[src/rtl/multi_cycle_ctrl_if.sv]
// Control bundle between the multi-cycle controller and the shared datapath.
// master = controller side, slave = datapath side.
interface multi_cycle_ctrl_if #(
    parameter int CNT_W = 32
);
    logic [5:0]       opcode;
    logic             zero;
    logic             PCWre;
    logic             IRWre;
    logic             InsMemRW;
    logic             ALUSrcA;
    logic             ALUSrcB;
    logic             ExtSel;
    logic [2:0]       ALUOp;
    logic [1:0]       RegDst;
    logic             RegWre;
    logic             WrRegDSrc;
    logic             DBDataSrc;
    logic             mRD;
    logic             mWR;
    logic [1:0]       PCSrc;
    logic [2:0]       state;
    logic             halted;
    logic [CNT_W-1:0] cycle_cnt;
    logic [CNT_W-1:0] instr_cnt;

    modport master (
        input  opcode, zero,
        output PCWre, IRWre, InsMemRW, ALUSrcA, ALUSrcB, ExtSel, ALUOp,
               RegDst, RegWre, WrRegDSrc, DBDataSrc, mRD, mWR, PCSrc,
               state, halted, cycle_cnt, instr_cnt
    );

    modport slave (
        output opcode, zero,
        input  PCWre, IRWre, InsMemRW, ALUSrcA, ALUSrcB, ExtSel, ALUOp,
               RegDst, RegWre, WrRegDSrc, DBDataSrc, mRD, mWR, PCSrc,
               state, halted, cycle_cnt, instr_cnt
    );
endinterface

[src/rtl/multi_cycle_ctrl.sv]
// Multi-cycle MIPS-subset control unit: walks the shared datapath through
// IF/ID/EXE/MEM/WB, decodes the datapath selects from state + opcode and
// keeps cycle / retired-instruction counters for the performance display.
module multi_cycle_ctrl #(
    parameter int CNT_W = 32
) (
    input  logic                    CLK,
    input  logic                    Reset,
    multi_cycle_ctrl_if.master      bus
);
    typedef enum logic [2:0] {
        S_IF     = 3'b000,
        S_ID     = 3'b001,
        S_EXE_LS = 3'b010,
        S_MEM    = 3'b011,
        S_WB_LD  = 3'b100,
        S_EXE_BR = 3'b101,
        S_EXE_AL = 3'b110,
        S_WB_AL  = 3'b111
    } state_e;

    localparam logic [5:0] OP_ADD   = 6'b000000;
    localparam logic [5:0] OP_SUB   = 6'b000001;
    localparam logic [5:0] OP_ADDIU = 6'b000010;
    localparam logic [5:0] OP_AND   = 6'b010000;
    localparam logic [5:0] OP_ANDI  = 6'b010001;
    localparam logic [5:0] OP_ORI   = 6'b010010;
    localparam logic [5:0] OP_SLL   = 6'b011000;
    localparam logic [5:0] OP_SLT   = 6'b100110;
    localparam logic [5:0] OP_SW    = 6'b110000;
    localparam logic [5:0] OP_LW    = 6'b110001;
    localparam logic [5:0] OP_BEQ   = 6'b110100;
    localparam logic [5:0] OP_BNE   = 6'b110101;
    localparam logic [5:0] OP_J     = 6'b111000;
    localparam logic [5:0] OP_JR    = 6'b111001;
    localparam logic [5:0] OP_JAL   = 6'b111010;
    localparam logic [5:0] OP_HALT  = 6'b111111;

    state_e           state_q, state_d;
    logic             halted_q, halted_d;
    logic [CNT_W-1:0] cycle_cnt_q, cycle_cnt_d;
    logic [CNT_W-1:0] instr_cnt_q, instr_cnt_d;

    // per-opcode datapath decode (used from EXE onward)
    logic       dec_alu, dec_rtype, dec_src_a, dec_src_b, dec_ext;
    logic [2:0] dec_alu_op;

    // combinational control outputs
    logic       pc_wre, ir_wre, ins_mem_rw, alu_src_a, alu_src_b, ext_sel;
    logic [2:0] alu_op;
    logic [1:0] reg_dst, pc_src;
    logic       reg_wre, wr_reg_d_src, db_data_src, m_rd, m_wr;

    // Opcode decode: ALU-class membership, R/I-type and operand selects.
    always_comb begin
        dec_alu    = 1'b0;
        dec_rtype  = 1'b0;
        dec_src_a  = 1'b0;
        dec_src_b  = 1'b0;
        dec_ext    = 1'b0;
        dec_alu_op = 3'b000;
        case (bus.opcode)
            OP_ADD:   begin dec_alu = 1'b1; dec_rtype = 1'b1; end
            OP_SUB:   begin dec_alu = 1'b1; dec_rtype = 1'b1; dec_alu_op = 3'b001; end
            OP_ADDIU: begin dec_alu = 1'b1; dec_src_b = 1'b1; dec_ext = 1'b1; end
            OP_AND:   begin dec_alu = 1'b1; dec_rtype = 1'b1; dec_alu_op = 3'b100; end
            OP_ANDI:  begin dec_alu = 1'b1; dec_src_b = 1'b1; dec_alu_op = 3'b100; end
            OP_ORI:   begin dec_alu = 1'b1; dec_src_b = 1'b1; dec_alu_op = 3'b011; end
            OP_SLL:   begin dec_alu = 1'b1; dec_rtype = 1'b1; dec_src_a = 1'b1; dec_alu_op = 3'b010; end
            OP_SLT:   begin dec_alu = 1'b1; dec_rtype = 1'b1; dec_alu_op = 3'b110; end
            OP_SW, OP_LW:   begin dec_src_b = 1'b1; dec_ext = 1'b1; end
            OP_BEQ, OP_BNE: begin dec_ext = 1'b1; dec_alu_op = 3'b001; end
            default: ;
        endcase
    end

    // Control outputs from state, opcode and zero; all zero while halted.
    always_comb begin
        pc_wre       = 1'b0;
        ir_wre       = 1'b0;
        ins_mem_rw   = 1'b0;
        alu_src_a    = 1'b0;
        alu_src_b    = 1'b0;
        ext_sel      = 1'b0;
        alu_op       = 3'b000;
        reg_dst      = 2'b00;
        pc_src       = 2'b00;
        reg_wre      = 1'b0;
        wr_reg_d_src = 1'b0;
        db_data_src  = 1'b0;
        m_rd         = 1'b0;
        m_wr         = 1'b0;
        if (!halted_q) begin
            // operand selects stay stable from EXE through MEM/WB
            if (state_q != S_IF && state_q != S_ID) begin
                alu_src_a = dec_src_a;
                alu_src_b = dec_src_b;
                ext_sel   = dec_ext;
                alu_op    = dec_alu_op;
            end
            case (state_q)
                S_IF: begin
                    ins_mem_rw = 1'b1;
                    ir_wre     = 1'b1;
                end
                S_ID: begin
                    case (bus.opcode)
                        OP_J:   begin pc_wre = 1'b1; pc_src = 2'b11; end
                        OP_JR:  begin pc_wre = 1'b1; pc_src = 2'b10; end
                        OP_JAL: begin pc_wre = 1'b1; pc_src = 2'b11; reg_wre = 1'b1; end
                        OP_ADD, OP_SUB, OP_ADDIU, OP_AND, OP_ANDI, OP_ORI, OP_SLL,
                        OP_SLT, OP_SW, OP_LW, OP_BEQ, OP_BNE, OP_HALT: ;
                        default: pc_wre = 1'b1;   // undefined opcode retires as a NOP
                    endcase
                end
                S_EXE_BR: begin
                    pc_wre = 1'b1;
                    if ((bus.opcode == OP_BEQ && bus.zero) ||
                        (bus.opcode == OP_BNE && !bus.zero))
                        pc_src = 2'b01;
                end
                S_MEM: begin
                    if (bus.opcode == OP_SW) begin
                        m_wr   = 1'b1;
                        pc_wre = 1'b1;
                    end else begin
                        m_rd   = 1'b1;
                    end
                end
                S_WB_AL: begin
                    reg_wre      = 1'b1;
                    wr_reg_d_src = 1'b1;
                    reg_dst      = dec_rtype ? 2'b10 : 2'b01;
                    pc_wre       = 1'b1;
                end
                S_WB_LD: begin
                    reg_wre      = 1'b1;
                    wr_reg_d_src = 1'b1;
                    db_data_src  = 1'b1;
                    reg_dst      = 2'b01;
                    m_rd         = 1'b1;
                    pc_wre       = 1'b1;
                end
                default: ;
            endcase
        end
    end

    // Next-state, halt flag and counter updates.
    always_comb begin
        state_d     = state_q;
        halted_d    = halted_q;
        cycle_cnt_d = halted_q ? cycle_cnt_q : cycle_cnt_q + CNT_W'(1);
        instr_cnt_d = pc_wre ? instr_cnt_q + CNT_W'(1) : instr_cnt_q;
        if (!halted_q) begin
            case (state_q)
                S_IF: state_d = S_ID;
                S_ID: begin
                    if (bus.opcode == OP_BEQ || bus.opcode == OP_BNE)
                        state_d = S_EXE_BR;
                    else if (bus.opcode == OP_LW || bus.opcode == OP_SW)
                        state_d = S_EXE_LS;
                    else if (bus.opcode == OP_HALT)
                        halted_d = 1'b1;          // HLT is displayed as ID + halted
                    else if (dec_alu)
                        state_d = S_EXE_AL;
                    else
                        state_d = S_IF;
                end
                S_EXE_AL: state_d = S_WB_AL;
                S_EXE_LS: state_d = S_MEM;
                S_MEM:    state_d = (bus.opcode == OP_LW) ? S_WB_LD : S_IF;
                default:  state_d = S_IF;
            endcase
        end
    end

    // State and counter registers; reset returns to IF with counters cleared.
    always_ff @(posedge CLK or negedge Reset) begin
        if (!Reset) begin
            state_q     <= S_IF;
            halted_q    <= 1'b0;
            cycle_cnt_q <= '0;
            instr_cnt_q <= '0;
        end else begin
            state_q     <= state_d;
            halted_q    <= halted_d;
            cycle_cnt_q <= cycle_cnt_d;
            instr_cnt_q <= instr_cnt_d;
        end
    end

    assign bus.PCWre     = pc_wre;
    assign bus.IRWre     = ir_wre;
    assign bus.InsMemRW  = ins_mem_rw;
    assign bus.ALUSrcA   = alu_src_a;
    assign bus.ALUSrcB   = alu_src_b;
    assign bus.ExtSel    = ext_sel;
    assign bus.ALUOp     = alu_op;
    assign bus.RegDst    = reg_dst;
    assign bus.RegWre    = reg_wre;
    assign bus.WrRegDSrc = wr_reg_d_src;
    assign bus.DBDataSrc = db_data_src;
    assign bus.mRD       = m_rd;
    assign bus.mWR       = m_wr;
    assign bus.PCSrc     = pc_src;
    assign bus.state     = state_q;
    assign bus.halted    = halted_q;
    assign bus.cycle_cnt = cycle_cnt_q;
    assign bus.instr_cnt = instr_cnt_q;
endmodule

[src/flat_wrapper.sv]
// flat-port wrapper written by rule: the top's interface ports become plain ports
module multi_cycle_ctrl_flat 
#(
    parameter int CNT_W = 32
)
  (CLK, Reset, bus_opcode, bus_zero, bus_PCWre, bus_IRWre, bus_InsMemRW, bus_ALUSrcA, bus_ALUSrcB, bus_ExtSel, bus_ALUOp, bus_RegDst, bus_RegWre, bus_WrRegDSrc, bus_DBDataSrc, bus_mRD, bus_mWR, bus_PCSrc, bus_state, bus_halted, bus_cycle_cnt, bus_instr_cnt);
  multi_cycle_ctrl_if #(.CNT_W(CNT_W)) bus_i ();
  input  logic CLK;
  input  logic Reset;
  input wire logic [$bits(bus_i.opcode)-1:0] bus_opcode;
  input wire logic [$bits(bus_i.zero)-1:0] bus_zero;
  output wire logic [$bits(bus_i.PCWre)-1:0] bus_PCWre;
  output wire logic [$bits(bus_i.IRWre)-1:0] bus_IRWre;
  output wire logic [$bits(bus_i.InsMemRW)-1:0] bus_InsMemRW;
  output wire logic [$bits(bus_i.ALUSrcA)-1:0] bus_ALUSrcA;
  output wire logic [$bits(bus_i.ALUSrcB)-1:0] bus_ALUSrcB;
  output wire logic [$bits(bus_i.ExtSel)-1:0] bus_ExtSel;
  output wire logic [$bits(bus_i.ALUOp)-1:0] bus_ALUOp;
  output wire logic [$bits(bus_i.RegDst)-1:0] bus_RegDst;
  output wire logic [$bits(bus_i.RegWre)-1:0] bus_RegWre;
  output wire logic [$bits(bus_i.WrRegDSrc)-1:0] bus_WrRegDSrc;
  output wire logic [$bits(bus_i.DBDataSrc)-1:0] bus_DBDataSrc;
  output wire logic [$bits(bus_i.mRD)-1:0] bus_mRD;
  output wire logic [$bits(bus_i.mWR)-1:0] bus_mWR;
  output wire logic [$bits(bus_i.PCSrc)-1:0] bus_PCSrc;
  output wire logic [$bits(bus_i.state)-1:0] bus_state;
  output wire logic [$bits(bus_i.halted)-1:0] bus_halted;
  output wire logic [$bits(bus_i.cycle_cnt)-1:0] bus_cycle_cnt;
  output wire logic [$bits(bus_i.instr_cnt)-1:0] bus_instr_cnt;
  assign bus_i.opcode = bus_opcode;
  assign bus_i.zero = bus_zero;
  assign bus_PCWre = bus_i.PCWre;
  assign bus_IRWre = bus_i.IRWre;
  assign bus_InsMemRW = bus_i.InsMemRW;
  assign bus_ALUSrcA = bus_i.ALUSrcA;
  assign bus_ALUSrcB = bus_i.ALUSrcB;
  assign bus_ExtSel = bus_i.ExtSel;
  assign bus_ALUOp = bus_i.ALUOp;
  assign bus_RegDst = bus_i.RegDst;
  assign bus_RegWre = bus_i.RegWre;
  assign bus_WrRegDSrc = bus_i.WrRegDSrc;
  assign bus_DBDataSrc = bus_i.DBDataSrc;
  assign bus_mRD = bus_i.mRD;
  assign bus_mWR = bus_i.mWR;
  assign bus_PCSrc = bus_i.PCSrc;
  assign bus_state = bus_i.state;
  assign bus_halted = bus_i.halted;
  assign bus_cycle_cnt = bus_i.cycle_cnt;
  assign bus_instr_cnt = bus_i.instr_cnt;
  multi_cycle_ctrl #(.CNT_W(CNT_W)) u_core (.CLK(CLK), .Reset(Reset), .bus(bus_i));
endmodule
[config.mk]
export PLATFORM = sky130hd
export DESIGN_NAME = multi_cycle_ctrl_flat
export DESIGN_NICKNAME = d
export VERILOG_FILES = /design/src/rtl/multi_cycle_ctrl_if.sv /design/src/rtl/multi_cycle_ctrl.sv /design/src/flat_wrapper.sv
export SDC_FILE = /design/constraint.sdc
export NUM_CORES = 1
export LEC_CHECK = 0
export BUFFER_PORTS_ARGS = -buffer_cell sky130_fd_sc_hd__buf_2
export CAP_MARGIN = 20
export CORE_ASPECT_RATIO = 2
export CORE_UTILIZATION = 53
export DETAILED_ROUTE_END_ITERATION = 16
export PLACE_DENSITY_LB_ADDON = 0.05
export SLEW_MARGIN = 25
export SYNTH_ARGS = -nofsm -noshare
export SYNTH_HDL_FRONTEND = slang
export SYNTH_SLANG_ARGS = --single-unit
[constraint.sdc]
create_clock -name CLK -period 2.5 [get_ports CLK]
set_input_delay 0.125 -clock CLK [delete_from_list [all_inputs] [get_ports CLK]]
set_output_delay 0.125 -clock CLK [all_outputs]
set_load 0.02 [all_outputs]
==> results_dict.tcl, run 1 <==
set metrics [dict create \
    die_w_um 61.2 \
    swShare_pct 20.9 \
    fin_nets 481 \
    syn_inst 370 \
    p_per_area_nw_per_um2 514 \
    cp-start-kind "register" \
    status "finished, violations left" \
    netSwitchingPower_mw 0.495 \
    critical_path_arrival_ps 2250 \
    crit_fanout 20 \
    cp-end-kind "primary output" \
    skew_ps 4.59 \
    first_pass_iters 4 \
    viasPerCell 5.69 \
    dr_total_vias 3205 \
    grt_usage_pct 24.7 \
    final_cell_mix "buf_2 (94), dfrtp_1 (68), xnor2_1 (35), nand2_1 (33), xor2_1 (28)" \
    clkSlewWorstSetupHoldPaths_ps 50 \
    clock_latency_ps 330 \
    ys_types 51 \
    core_um2 6670 \
    period_needed_ps 2370 \
    antenna_found_initial 0 \
    drt_iter0_drc 134 \
    synth_top_area_share_pct 45.9 \
    period_share_pct 94.9 \
    ys_ff_latch 68 \
    required_ps 2380 \
    cts_sinks 68 \
    tightest_slew_ps 829 \
    peakVddDrop_mv 0.518 \
    whs_ps -18.4 \
    leakage_nw 2.03 \
    seq_area_frac_synth_pct 45.9 \
    power.share.combinational_pct 3.1 \
    fp-row-count 42 \
    numCtsBuffers 9 \
    syn-cell-area_um2 3710 \
    antenna_cells 0 \
    async_flop_share_pct 100 \
    slew_headroom_pct 44.7 \
    violations "hold timing" \
    clockPowerShare_pct 50.2 \
    synth_edf_count 0 \
    p_int_mw 1.87 \
    dieHeight_um 120 \
    clockBufferDepth 2 \
    avgSynthCellArea_um2 10.0 \
    cts_tree "built" \
    gr-total-overflow 0 \
    antenna_left 0 \
    setup.worst_path.class "reg2out" \
    setup_tns_ps 0 \
    ctsHoldBuffers 0 \
    finalMaxSlewViolations 0 \
    hold_viol_final 33 \
    setup_violations 0 \
    fmax_mhz 421 \
    area_growth_pct 24.0 \
    yosys-top-cells-area "dfrtp_1 (46%), xnor2_1 (8.3%), xor2_1 (6.6%)" \
    layout_commonest_cell "buf_2" \
    h-tree-depth 3 \
    yosys_warnings 0 \
    min_path_type "in2async" \
    drt-wirelength-per-cell_um 15.1 \
    seq_power_share_pct 46.6 \
    start_util_pct 55.6 \
    io_pins 95 \
    clock-root-buffer "clkbuf_16" \
    syn_nets 381 \
    post-route-util_pct 68.9 \
    yosys.area.top_type "dfrtp_1" \
    synthFlopType "dfrtp_1" \
    grt_pass1_vias 3026 \
    portBuffers 94 \
    layout-drive-gt1-share_pct 30.9 \
    place_congestion 0.863 \
    rsz0062_at_grt "false" \
    grt_max_degree 69 \
    drc 0 \
    grt_pass1_wl_mm 13.7 \
    routed_wirelength_mm 8.51 \
    cap_violations 0 \
    dp_hpwl_mm 6.29 \
    dieArea_um2 7360 \
]
## kinds of logic (layout without fill, tap and decap cells)
family	after synthesis	after routing	share of synthesized area (%)
mux	3	3	0.877
flops	68	68	45.9
fa+ha+maj	2	2	0.675
compound gates	57	57	12.4
buf+inv	26	131	3.10
xor+xnor	63	63	14.9
simple gates	151	151	22.2
## power groups by stage
stage	Combinational, mW	Clock, mW	Sequential [mW]
6_report	0.0743	1.19	1.10
3_5_place_dp	0.0752	0	1.12
3_3_place_gp	0.0739	0	1.12
2_1_floorplan	0.0336	0	1.12
5_1_grt	0.0843	1.26	1.10
4_1_cts	0.0754	1.21	1.10
## cell usage after synthesis (all sizes together), types with 10 or more instances
| cell | instances |
|---|---|
| xnor2 | 35 |
| nor2 | 21 |
| a2111oi | 10 |
| dfrtp | 68 |
| xor2 | 28 |
| nand4 | 13 |
| nand2 | 33 |
| clkbuf | 10 |
| nand3 | 16 |
| o21ai | 10 |
## area by class of cell
type / count / area (µm²)
Fill cell: 568 / 2080
Multi-Input combinational cell: 276 / 1900
Sequential cell: 68 / 1700
Timing Repair Buffer: 107 / 568
Clock buffer: 12 / 267
Tap cell: 88 / 110
Inverter: 8 / 30.0
Clock inverter: 4 / 22.5
## worst max-delay path: stages (launching register included)
cell,delay (ps)
dfrtp_1,440
buf_4,210
nand2b_1,200
or4_1,450
and2_4,270
nand2_1,160
buf_2,180
## final timing paths
kind | endpoint | start | cells past startpoint | slack, ps
min in group CLK | u_core.bus.halted | bus_opcode[2] | 3 | 220
worst min register to register | u_core.bus.cycle_cnt[31] | u_core.bus.cycle_cnt[31] | 1 | 470
worst max-delay path | bus_PCWre | u_core.bus.halted | 6 | 130
worst max register to register | u_core.bus.instr_cnt[30] | u_core.bus.halted | 6 | 230
max in group asynchronous | u_core.bus.instr_cnt[23] | Reset | 2 | 1980
worst min-delay path | u_core.bus.cycle_cnt[10] | Reset | 2 | -20
## per-layer routing
| layer | vias to the layer above | share of wire, % | GRT usage [%] |
|---|---|---|---|
| li1 | 1527 | - | - |
| met1 | 1571 | 39 | 28.1 |
| met2 | 94 | 55 | 43.1 |
| met3 | 13 | 4.1 | 5.24 |
| met4 | 0 | 1.8 | 9.38 |
| met5 | - | 0 | 0 |
## per-stage QoR
stage                     hold WS [ps]  instance area, µm²  power, mW  setup slack (ps)  std cells
after floorplan                   -171                3710       1.15               222        370
final                            -18.4                4600       2.36               127        563
after global routing              75.6                4600       2.44              6.68        563
after global placement             365                4300       1.19               254        547
after detailed placement           364                4300       1.20               234        547
after CTS                         16.3                4590       2.38               130        563
## flip-flops by register name (all words and copies together), names as in the netlist
name                  cells
u_core.bus.state          3
u_core.bus.instr_cnt     32
u_core.bus.halted         1
u_core.bus.cycle_cnt     32
## timing repair
action | CTS | global route
buffers inserted | 0 | 0
setup endpoints to repair | 0 | 1
endpoints found under the hold margin | 0 | 0
resized for setup | 0 | 1
Note: power is estimated with default switching activity, not from simulation.
==> run 2: changes to the inputs <==
--- a/config.mk
+++ b/config.mk
@@ -5,10 +5,11 @@
 export SDC_FILE = /design/constraint.sdc
 export NUM_CORES = 1
 export LEC_CHECK = 0
+export ABC_AREA = 1
 export BUFFER_PORTS_ARGS = -buffer_cell sky130_fd_sc_hd__buf_2
 export CAP_MARGIN = 20
 export CORE_ASPECT_RATIO = 2
-export CORE_UTILIZATION = 53
+export CORE_UTILIZATION = 56
 export DETAILED_ROUTE_END_ITERATION = 16
 export PLACE_DENSITY_LB_ADDON = 0.05
 export SLEW_MARGIN = 25
==> results_dict.tcl, run 2 <==
set metrics [dict create \
    status "finished, final reports clean" \
    cp-end-kind "primary output" \
    postCtsSetupBuffers 0 \
    ys_ff_latch 68 \
    antenna_left 0 \
    drc 0 \
    numCtsBuffers 9 \
    start_util_pct 58.3 \
    slew_headroom_pct 59.6 \
    grt_usage_pct 34.9 \
    p_per_area_nw_per_um2 446 \
    avgSynthCellArea_um2 6.57 \
    syn_nets 721 \
    yosys_warnings 0 \
    num-fill-cells 727 \
    clock_latency_ps 340 \
    first_pass_iters 6 \
    cp-start-kind "register" \
    met3_length_um 668 \
    period_share_pct 88.9 \
    fin_nets 816 \
    wl_met2_mm 7.27 \
    required_ps 2380 \
    layout_commonest_cell "nand2_1" \
    syn_inst 710 \
    antenna_found_initial 0 \
    h-tree-depth 3 \
    clockBufferDepth 2 \
    cts_tree "built" \
    ys_types 32 \
    syn-cell-area_um2 4660 \
    hold_start "bus_opcode[3]" \
    layout-drive-gt1-share_pct 16.0 \
    tightest_slew_ps 606 \
    peakVddDrop_mv 0.557 \
    cts_sinks 68 \
    setup.worst_path.class "reg2out" \
    seq_area_frac_synth_pct 36.5 \
    clock-root-buffer "clkbuf_16" \
    antenna_cells 0 \
    final_cell_mix "nand2_1 (268), buf_2 (94), nor2_1 (90), inv_1 (79), dfrtp_1 (68)" \
    synth_edf_count 0 \
    reg2reg_from "u_core.bus.state[1]" \
    period_needed_ps 2220 \
    grt_pass1_vias 4714 \
    viasPerCell 5.42 \
    skew_ps 7.79 \
    die_w_um 66.5 \
    setup_violations 0 \
    yosys.area.top_type "dfrtp_1" \
    ctsResizeCount 0 \
    crit_fanout 33 \
    dr_total_vias 4909 \
    grt_pass1_wl_mm 22.6 \
    fp-row-count 46 \
    yosys-top-cells-area "dfrtp_1 (37%), nand2_1 (22%), nor2_1 (7.2%)" \
    routed_wirelength_mm 13.6 \
    grt_max_degree 44 \
    async_flop_share_pct 100 \
    synth_top_area_share_pct 36.5 \
    fmax_mhz 450 \
    post-route-util_pct 68.9 \
    wl_met1_mm 4.80 \
    core_um2 8000 \
    hold_viol_final 0 \
    drt_iter0_drc 463 \
    dieHeight_um 131 \
    ctsHoldBuffers 1 \
    cap_violations 0 \
    place_congestion 1.03 \
    area_growth_pct 18.2 \
    gr-total-overflow 0 \
    dieArea_um2 8720 \
    drt-wirelength-per-cell_um 15.1 \
    finalMaxSlewViolations 0 \
    clkSlewWorstSetupHoldPaths_ps 50 \
    min_path_type "in2reg" \
    register_area_um2 1700 \
    leakage_nw 3.02 \
    dr.max_layer_used "met4" \
    dp_hpwl_mm 10.1 \
    rsz0062_at_grt "false" \
    yosys-top-cells-count "nand2_1 (268), nor2_1 (90), inv_1 (79)" \
    setup_tns_ps 0 \
    synth_most_common_cell "nand2_1" \
    critical_path_arrival_ps 2100 \
    crit_start "u_core.bus.state[1]" \
    synthFlopType "dfrtp_1" \
    multi_input_area_um2 2550 \
    io_pins 95 \
    portBuffers 94 \
]
run 2: worst paths after layout:
path | cells after the start | slack [ps] | to
min in group asynchronous | 2 | 340 | u_core.bus.instr_cnt[15]
max | 8 | 280 | bus_PCWre
min reg2reg | 1 | 520 | u_core.bus.cycle_cnt[5]
min | 5 | 230 | u_core.bus.halted
max in group asynchronous | 3 | 1510 | u_core.bus.cycle_cnt[1]
max reg2reg | 8 | 570 | u_core.bus.instr_cnt[12]
run 2: through the flow:
stage	cell area [µm²]	setup WS [ps]	power, mW	hold WS, ps	cells
5_1_grt	5510	62.9	2.53	273	906
3_3_place_gp	5200	676	1.18	155	889
4_1_cts	5510	268	2.48	216	906
6_report	5510	276	2.46	229	906
3_5_place_dp	5200	634	1.18	159	889
2_1_floorplan	4660	458	1.14	-171	710
run 2: where the power goes:
group / leakage (nW) / switching [mW] / total [mW] / internal [mW]
Combinational: 1.94 / 0.0457 / 0.0618 / 0.0160
Sequential: 0.935 / 0 / 1.10 / 1.10
Clock: 0.144 / 0.497 / 1.29 / 0.797
run 2: cell families after synthesis:
kind of cell,count (synthesis),synth area share [%]
AND/OR/NAND/NOR,483,44.4
AO/OA/AOI/OAI,20,2.55
buffers and inverters,99,8.88
adder cells (fa/ha/maj),2,0.537
XOR/XNOR,38,7.14
flip-flops,68,36.5
run 2: final cells by class:
class                      instances  share of cell area, %
timing repair buffer              99                   9.49
tap                               96                   2.18
clock inverter                     6                   1.16
inverter                          84                   5.72
clock buffer                      10                   4.34
multi-input combinational        543                   46.2
sequential                        68                   30.9
run 2: layer usage:
layer	vias to the layer above	GRT usage, %
met3	67	5.90
met5	-	0
met4	0	24.8
met2	202	61.6
met1	2232	36.3
li1	2408	-
run 2: critical path, cell delays in order (launching register included):
cell	delay, ps
dfrtp_1	550
nand2_1	140
nor2_1	190
inv_1	80
o21a_1	220
nand2_4	90
nand2_4	210
inv_1	110
buf_2	160
